$ cat src/rtl/mem_access_ctrl.sv
// ============================================================================
// mem_access_ctrl : MEM-stage load/store sequencer with lane steering,
//                   misalignment detection and bus acknowledge timeout.
// Revision 1.0
// ============================================================================
`default_nettype none

module mem_access_ctrl #(
    parameter int ACK_TIMEOUT = 16
) (
    input  logic        clk,
    input  logic        rst,
    input  logic [3:0]  i_mem_op,
    input  logic [31:0] i_addr,
    input  logic [31:0] i_store_data,
    input  logic        i_wreg,
    input  logic [4:0]  i_wreg_addr,
    input  logic [31:0] i_wreg_data,
    output logic        o_wreg,
    output logic [4:0]  o_wreg_addr,
    output logic [31:0] o_wreg_data,
    output logic        o_stall,
    output logic        o_bus_req,
    output logic        o_bus_we,
    output logic [31:0] o_bus_addr,
    output logic [31:0] o_bus_wdata,
    output logic [3:0]  o_bus_sel,
    input  logic        i_bus_ack,
    input  logic [31:0] i_bus_rdata,
    output logic        o_misalign,
    output logic        o_bus_err
);

    localparam logic [3:0] c_OP_LB  = 4'd1;
    localparam logic [3:0] c_OP_LBU = 4'd2;
    localparam logic [3:0] c_OP_LH  = 4'd3;
    localparam logic [3:0] c_OP_LHU = 4'd4;
    localparam logic [3:0] c_OP_LW  = 4'd5;
    localparam logic [3:0] c_OP_SB  = 4'd6;
    localparam logic [3:0] c_OP_SH  = 4'd7;
    localparam logic [3:0] c_OP_SW  = 4'd8;

    localparam logic [1:0] c_ST_IDLE = 2'd0;
    localparam logic [1:0] c_ST_BUS  = 2'd1;
    localparam logic [1:0] c_ST_DONE = 2'd2;

    localparam logic [7:0] c_TMO_LAST = 8'(ACK_TIMEOUT - 1);

    logic [1:0]  state_q, state_d;
    logic [7:0]  cnt_q;
    logic [3:0]  op_q;
    logic [1:0]  off_q;
    logic [31:0] rdata_q;
    logic        ok_q;
    logic        bus_req_q, bus_we_q;
    logic [31:0] bus_addr_q, bus_wdata_q;
    logic [3:0]  bus_sel_q;
    logic        misalign_q, bus_err_q;

    logic        is_load, is_store, is_valid;
    logic        sz_byte, sz_half, sz_word;
    logic        misal, start, tmo;
    logic [3:0]  sel;
    logic [31:0] wdata;
    logic [7:0]  ld_byte;
    logic [15:0] ld_half;
    logic [31:0] ld_data;

    // Op decode; codes 9-15 fall out as neither load nor store (NONE)
    always_comb begin
        is_load  = (i_mem_op >= c_OP_LB) && (i_mem_op <= c_OP_LW);
        is_store = (i_mem_op >= c_OP_SB) && (i_mem_op <= c_OP_SW);
        is_valid = is_load || is_store;
        sz_byte  = (i_mem_op == c_OP_LB) || (i_mem_op == c_OP_LBU) || (i_mem_op == c_OP_SB);
        sz_half  = (i_mem_op == c_OP_LH) || (i_mem_op == c_OP_LHU) || (i_mem_op == c_OP_SH);
        sz_word  = (i_mem_op == c_OP_LW) || (i_mem_op == c_OP_SW);
        misal    = (sz_half && i_addr[0]) || (sz_word && (i_addr[1:0] != 2'b00));
        start    = (state_q == c_ST_IDLE) && is_valid && !misal;
        tmo      = (state_q == c_ST_BUS) && !i_bus_ack && (cnt_q == c_TMO_LAST);
    end

    always_comb begin
        sel   = 4'b0000;
        wdata = 32'h0;
        if (sz_byte) begin
            sel = 4'b0001 << i_addr[1:0];
        end else if (sz_half) begin
            sel = i_addr[1] ? 4'b1100 : 4'b0011;
        end else if (sz_word) begin
            sel = 4'b1111;
        end
        if (is_store) begin
            if (sz_byte) begin
                wdata = {4{i_store_data[7:0]}};
            end else if (sz_half) begin
                wdata = {2{i_store_data[15:0]}};
            end else begin
                wdata = i_store_data;
            end
        end
    end

    always_comb begin
        state_d = state_q;
        case (state_q)
            c_ST_IDLE: if (start) state_d = c_ST_BUS;
            c_ST_BUS:  if (i_bus_ack || tmo) state_d = c_ST_DONE;
            c_ST_DONE: state_d = c_ST_IDLE;
            default:   state_d = c_ST_IDLE;
        endcase
    end

    always_ff @(posedge clk) begin
        if (rst) begin
            state_q     <= c_ST_IDLE;
            cnt_q       <= 8'd0;
            op_q        <= 4'd0;
            off_q       <= 2'd0;
            rdata_q     <= 32'h0;
            ok_q        <= 1'b0;
            bus_req_q   <= 1'b0;
            bus_we_q    <= 1'b0;
            bus_addr_q  <= 32'h0;
            bus_wdata_q <= 32'h0;
            bus_sel_q   <= 4'b0000;
            misalign_q  <= 1'b0;
            bus_err_q   <= 1'b0;
        end else begin
            state_q    <= state_d;
            misalign_q <= (state_q == c_ST_IDLE) && is_valid && misal;
            bus_err_q  <= tmo;
            if (start) begin
                cnt_q       <= 8'd0;
                op_q        <= i_mem_op;
                off_q       <= i_addr[1:0];
                bus_req_q   <= 1'b1;
                bus_we_q    <= is_store;
                bus_addr_q  <= {i_addr[31:2], 2'b00};
                bus_wdata_q <= wdata;
                bus_sel_q   <= sel;
            end else if (state_q == c_ST_BUS) begin
                if (i_bus_ack || tmo) begin
                    // Ack wins over a coincident timeout
                    rdata_q     <= i_bus_rdata;
                    ok_q        <= i_bus_ack;
                    bus_req_q   <= 1'b0;
                    bus_we_q    <= 1'b0;
                    bus_addr_q  <= 32'h0;
                    bus_wdata_q <= 32'h0;
                    bus_sel_q   <= 4'b0000;
                end else begin
                    cnt_q <= cnt_q + 8'd1;
                end
            end
        end
    end

    always_comb begin
        case (off_q)
            2'd0:    ld_byte = rdata_q[7:0];
            2'd1:    ld_byte = rdata_q[15:8];
            2'd2:    ld_byte = rdata_q[23:16];
            default: ld_byte = rdata_q[31:24];
        endcase
        ld_half = off_q[1] ? rdata_q[31:16] : rdata_q[15:0];
        case (op_q)
            c_OP_LB:  ld_data = {{24{ld_byte[7]}}, ld_byte};
            c_OP_LBU: ld_data = {24'h0, ld_byte};
            c_OP_LH:  ld_data = {{16{ld_half[15]}}, ld_half};
            c_OP_LHU: ld_data = {16'h0, ld_half};
            default:  ld_data = rdata_q;
        endcase
    end

    always_comb begin
        o_stall     = 1'b0;
        o_wreg      = 1'b0;
        o_wreg_addr = 5'd0;
        o_wreg_data = 32'h0;
        if (!rst) begin
            case (state_q)
                c_ST_IDLE: begin
                    if (is_valid) begin
                        o_stall = !misal;
                    end else begin
                        o_wreg      = i_wreg;
                        o_wreg_addr = i_wreg_addr;
                        o_wreg_data = i_wreg_data;
                    end
                end
                c_ST_BUS: o_stall = 1'b1;
                c_ST_DONE: begin
                    if (ok_q) begin
                        o_wreg      = i_wreg;
                        o_wreg_addr = i_wreg_addr;
                        o_wreg_data = (op_q <= c_OP_LW) ? ld_data : i_wreg_data;
                    end
                end
                default: o_stall = 1'b0;
            endcase
        end
    end

    assign o_bus_req   = bus_req_q;
    assign o_bus_we    = bus_we_q;
    assign o_bus_addr  = bus_addr_q;
    assign o_bus_wdata = bus_wdata_q;
    assign o_bus_sel   = bus_sel_q;
    assign o_misalign  = misalign_q;
    assign o_bus_err   = bus_err_q;

endmodule

`default_nettype wire

$ cat config.mk
export PLATFORM = sky130hd
export DESIGN_NAME = mem_access_ctrl
export DESIGN_NICKNAME = d
export VERILOG_FILES = /design/src/rtl/mem_access_ctrl.sv
export SDC_FILE = /design/constraint.sdc
export NUM_CORES = 1
export LEC_CHECK = 0
export ABC_AREA = 1
export CAP_MARGIN = 0
export CORE_UTILIZATION = 40
export CTS_CLUSTER_SIZE = 12
export DETAILED_ROUTE_END_ITERATION = 16
export PLACE_DENSITY = 0.84
export RECOVER_POWER = 25
export SYNTH_ARGS = -nofsm -noshare
export SYNTH_HDL_FRONTEND = slang
export SYNTH_SLANG_ARGS = --single-unit
$ cat constraint.sdc
create_clock -name clk -period 2.39 [get_ports clk]
set_clock_uncertainty 0.15 [all_clocks]
set_input_delay 0.717 -clock clk [delete_from_list [all_inputs] [get_ports clk]]
set_output_delay 0.717 -clock clk [all_outputs]
set_load 0.02 [all_outputs]
**Word-level counts from Yosys, hierarchy flattened**

Index checks and enable logic that the tools add are counted.

- Add/subtract/negate cells: 1
- Magnitude comparators: 5
- Eq/ne operators: 19
- Shift-type cells: 1
- Multiplexer cells: 42
- Bitwise gates (word level): 2
- Reductions and logical operators: 29

Operators by type and width:

| operator | count |
|---|---|
| $mux 32 | 13 |
| $pmux 32 s4 | 1 |
| $pmux 32 s2 | 1 |
| $mux 4 | 7 |
| $pmux 8 s3 | 1 |
| $eq 4x3->1 const B | 5 |
| $eq 4x2->1 const B | 4 |
| $mux 16 | 1 |
| $mux 5 | 3 |
| $pmux 5 s2 | 1 |
| $logic_and 1x1->1 | 9 |
| $mux 1 | 9 |
| $add 8x1->8 const B | 1 |
| $eq 4x1->1 const B | 2 |
| $eq 8x4->1 const B | 1 |
| $le 4x3->1 const B | 2 |
| $logic_or 1x1->1 | 8 |
| $reduce_and 2->1 | 3 |
| $reduce_bool 2->1 | 3 |
| $eq 2x1->1 const B | 2 |
| $eq 2x2->1 const B | 2 |
| $eq 4x4->1 const B | 1 |
| $ge 4x1->1 const B | 1 |
| $ge 4x3->1 const B | 1 |
| 12 further kinds | 17 |

- Flip-flop bits (word level): 119

**Logic depth before layout (Yosys ltp)**

- Word-level depth: 9
- Depth in mapped cells: 11
- Mapped depth without buffers: 11

**Least setup slack after synthesis**

OpenSTA, ideal clock, no wires.

- Path type: in2out
- Start point: input port i_mem_op[0]
- End point: output port o_wreg_data[21]
- Arrival: 2.001 ns
- Data required time: 1.523 ns
- Setup slack: -0.478 ns
- Stages: 8
- Path buffers: 1
- Path through: nor2_2 nand3_1 nand2_1 nand2_1 o21ai_2 clkbuf_1 nand2_1 a21oi_1

- Word-level cells in the longest chain between the ends: 6
- Elaborated cells between the ends (all ways): 10

Ends and longest elaborated chain:

| element | line | source |
|---|---|---|
| start: declaration | 13 | `input logic [3:0] i_mem_op,` |
| $ge 4x1->1, or another cell as far along | 71 | `is_load = (i_mem_op >= c_OP_LB) && (i_mem_op <= c_OP_LW);` |
| $logic_and 1x1->1, on equally long branches | 71, 72 |  |
| $logic_or 1x1->1 * | 73 | `is_valid = is_load \|\| is_store;` |
| $mux 32 * | 183 | `if (is_valid) begin` |
| $pmux 32 s2 * | 181 | `case (state_q)` |
| $mux 32 * | 180 | `if (!rst) begin` |
| end: declaration | 21 | `output logic [31:0] o_wreg_data,` |

Mark *: on every way between the ends. The rest lies on a longest branch, timed or not.

**Worst setup path after layout**

- Start point: register rdata_q[23]
- End point: output port o_wreg_data[18]

- Word-level cells in the longest chain between the ends: 6

Ends and longest elaborated chain:

| element | line | source |
|---|---|---|
| start: declaration | 53 | `logic [31:0] rdata_q;` |
| start signal: assignment | 144 | `rdata_q <= i_bus_rdata;` |
| $pmux 8 s3 | 159 | `case (off_q)` |
| $pmux 32 s4 | 166 | `case (op_q)` |
| $mux 32 | 196 | `o_wreg_data = (op_q <= c_OP_LW) ? ld_data : i_wreg_data;` |
| $mux 32 | 193 | `if (ok_q) begin` |
| $pmux 32 s2 | 181 |  |
| $mux 32 | 180 |  |

Every way passes these cells.

==> flow_summary.ini <==
[synth]
synth_cell_types = 39
synth_largest_area_cell = sky130_fd_sc_hd__dfxtp_1
synth.yosys.seq_area_share_pct = 37.7
yosysWarningCount = 0
edff_count_synth = 0
postSynth.topFlopCell = sky130_fd_sc_hd__dfxtp_1
ys_top_cells_by_area = sky130_fd_sc_hd__dfxtp_1 38%, sky130_fd_sc_hd__nand2_1 17%, sky130_fd_sc_hd__a21oi_1 9.9%
yosys_register_bits = 119
synth_area_um2 = 6320
synth_top_area_share_pct = 37.7
async_flop_share_pct = 0
post_synth_inst_count = 946
post_synth.cell_area_avg_um2 = 6.68

[layout]
finish.net_count = 1432
area.growth.synth_to_final_pct = 81.9
final_common_cell = sky130_fd_sc_hd__nand2_1
most_used_cells_in_the_layout_excluding_fill_and_tap_cells = 243 x sky130_fd_sc_hd__nand2_1, 202 x sky130_fd_sc_hd__clkdlybuf4s50_1, 114 x sky130_fd_sc_hd__dfxtp_1
antenna-diode-count = 0
layout_cell_share_with_drive_strength_beyond_1_pct = 29.8
final_util_pct = 75.1
fin_cells = 1514

[status]
violations_in_the_final_reports = setup timing
status = finished, violations left

[global_routing]
antenna_violations_before_repair = 0
grt_start_max_net_pins = 53
grt_pass1_wl_mm = 38.4
via_count_of_the_first_global_routing_pass = 7973
globalRouteOverflowTotal = 0
grt.total_usage_pct = 30.0

[critical_path]
critical-path-slowest-cell = sky130_fd_sc_hd__dfxtp_1
number_of_buffers_and_inverters_on_the_critical_path = 2
critical_path.most_common_cell = sky130_fd_sc_hd__nand2_2
worst_path_largest_cell_delay_ps = 530
crit_path_end_kind = output port
crit_path_start = rdata_q[23]
critical_path.cell_chain = nand2_4, nand2_2, nand2_2, nand2_2, nand3_4, a21boi_4, buf_12, o21ai_1, a21oi_4, buf_6
critical_path_arrival_ps = 2240
cpLargestDelayFamily = compound AO/OA/AOI/OAI gates
timing_worst_setup_path_type = reg2out
r2r-start = state_q[0]
cp-start-kind = flop
cp_data_required_time_ps = 1520
worstPathMaxFanout = 8

[power_and_ir_drop]
design_power_total_mw = 6.81
total_leakage_power_nw = 4.53
peakVddDrop_mv = 0.491
powerDensity_nw_per_um2 = 592

[clocking]
clk_root_buffer_cell = sky130_fd_sc_hd__clkbuf_16
cts_tree = done
clk_transition_reported_paths_ps = 60
cts-buffers-inserted = 17
clkLatencyLatePin_ps = 420
numClockSinks = 119
cts-hold-fix-buffers = 0
clockBufferDepth = 2
htreeDepth = 4

[timing]
max_slew.worst_pin.slew_ps = 636
slew_headroom_pct = 57.6
finalHoldViolations = 0
timing.fmax_ghz = 0.322
rsz0062_at_grt = yes
layout_setup_ws_ps = -720
report.final.setup_viol = 69
finalCritPeriodShare_pct = 130
period_minus_slack_ps = 3110
slew_violations = 0

[floorplanning]
fp.dieArea_um2 = 16300
initial_utilization_pct = 41.3
die_y_um = 128
placeableCoreArea_um2 = 15300
design.portCount = 252
placement_rows = 45
fp.dieW_um = 128

[routing]
routed_via_density = 5.58
wl_per_cell_um = 18.4
finalWirelength_mm = 27.9
iter_0_drt_violations = 750
drc = 0
via_count = 8442
detailedRoute.firstPassIterationCount = 5
drtAntennaViolNets = 0

[placement]
place_hpwl_mm = 16.2
gp_routability_congestion = 0.922
count_of_port_buffers_added_during_placement = 249
placed_cells = 1456

[job]
max_cap_violations = 0

[min_path]
worst_hold_startpoint = o_bus_addr[5]
hold_class = reg2reg
## synthesized netlist by cell type (3+ instances only)
| cell | count |
|---|---|
| sky130_fd_sc_hd__inv_1 | 51 |
| sky130_fd_sc_hd__nand3_1 | 52 |
| sky130_fd_sc_hd__buf_2 | 19 |
| sky130_fd_sc_hd__o21ai_1 | 7 |
| sky130_fd_sc_hd__dfxtp_1 | 119 |
| sky130_fd_sc_hd__nor2_1 | 75 |
| sky130_fd_sc_hd__nor2_2 | 3 |
| sky130_fd_sc_hd__a21oi_2 | 20 |
| sky130_fd_sc_hd__a21oi_1 | 125 |
| sky130_fd_sc_hd__clkbuf_1 | 25 |
| sky130_fd_sc_hd__o211ai_1 | 14 |
| sky130_fd_sc_hd__o21ai_0 | 81 |
| sky130_fd_sc_hd__buf_6 | 3 |
| sky130_fd_sc_hd__xor2_1 | 3 |
| sky130_fd_sc_hd__buf_4 | 6 |
| sky130_fd_sc_hd__nor3b_1 | 7 |
| sky130_fd_sc_hd__nand2_2 | 13 |
| sky130_fd_sc_hd__nand2_1 | 287 |
| sky130_fd_sc_hd__inv_2 | 8 |
## flip-flops by register name, indices dropped and copies added (netlist names)
signal,cells
op_q,4
state_q,2
o_misalign,1
o_bus_sel,4
o_bus_err,1
o_bus_wdata,32
ok_q,1
o_bus_we,1
o_bus_req,1
cnt_q,8
off_q,2
rdata_q,32
o_bus_addr,30
## worst register-to-register path: stages, from the launching register on
cell and delay [ps]:
sky130_fd_sc_hd__dfxtp_1 350, sky130_fd_sc_hd__inv_1 90, sky130_fd_sc_hd__buf_4 160, sky130_fd_sc_hd__nor2_2 120, sky130_fd_sc_hd__buf_4 130, sky130_fd_sc_hd__nand4_1 130, sky130_fd_sc_hd__nand2_1 290, sky130_fd_sc_hd__inv_2 140
sky130_fd_sc_hd__buf_12 190, sky130_fd_sc_hd__o21ai_0 270, sky130_fd_sc_hd__nor2_1 110
## path summary, 6_finish.rpt
path	slack, ps	end	cells past startpoint
max	-720	o_wreg_data[18]	10
min	310	o_bus_addr[5]	2
max reg2reg	150	rdata_q[11]	10
min reg2reg	310	o_bus_addr[5]	2
## layer usage
metal  vias to the layer above  global-route usage [%]  wire [µm]
li1                       3799                       -          -
met1                      3915                    32.1       9930
met2                       571                    53.8      13500
met3                       157                    7.55       2710
met4                         0                    16.7       1790
met5                         -                       0          0
## power by group
part / internal [mW] / switching, mW / total [mW]
combinational: 0.942 / 1.13 / 2.07
sequential: 2.10 / 0.0932 / 2.20
clock: 1.48 / 1.06 / 2.54
## cell type report
cell class,count,area [µm²]
clock buffer,18,439
clock inverter,14,139
fill,965,3820
inverter,59,231
multi-input combinational,713,4210
sequential,119,2390
tap,211,264
timing repair buffer,380,3820
## cell families after synthesis
kind of cell	share of synthesized area (%)
flip-flops	37.7
AND/OR/NAND/NOR	31.2
other	0.0593
AO/OA/AOI/OAI	22.2
XOR/XNOR	0.554
buffers and inverters	8.10
adder cells (fa/ha/maj)	0.198
## repair_timing
item / 4_1_cts / 5_1_grt
setup buffers: 17 / 10
cloned: 4 / 1
resized for setup: 327 / 55
endpoints found under the setup margin: 53 / 39
pin swaps: 25 / 26
## through the flow
stage	setup slack (ps)	hold WS, ps	setup TNS [ps]	cell area (µm²)
after floorplan	-168	304	-4160	6870
after global routing	-749	328	-34530	11500
after global placement	-1240	296	-75630	10300
after CTS	-479	312	-15840	11300
final	-720	311	-23380	11500
after detailed placement	-1290	303	-82770	10300
(Power assumes the default switching activity.)
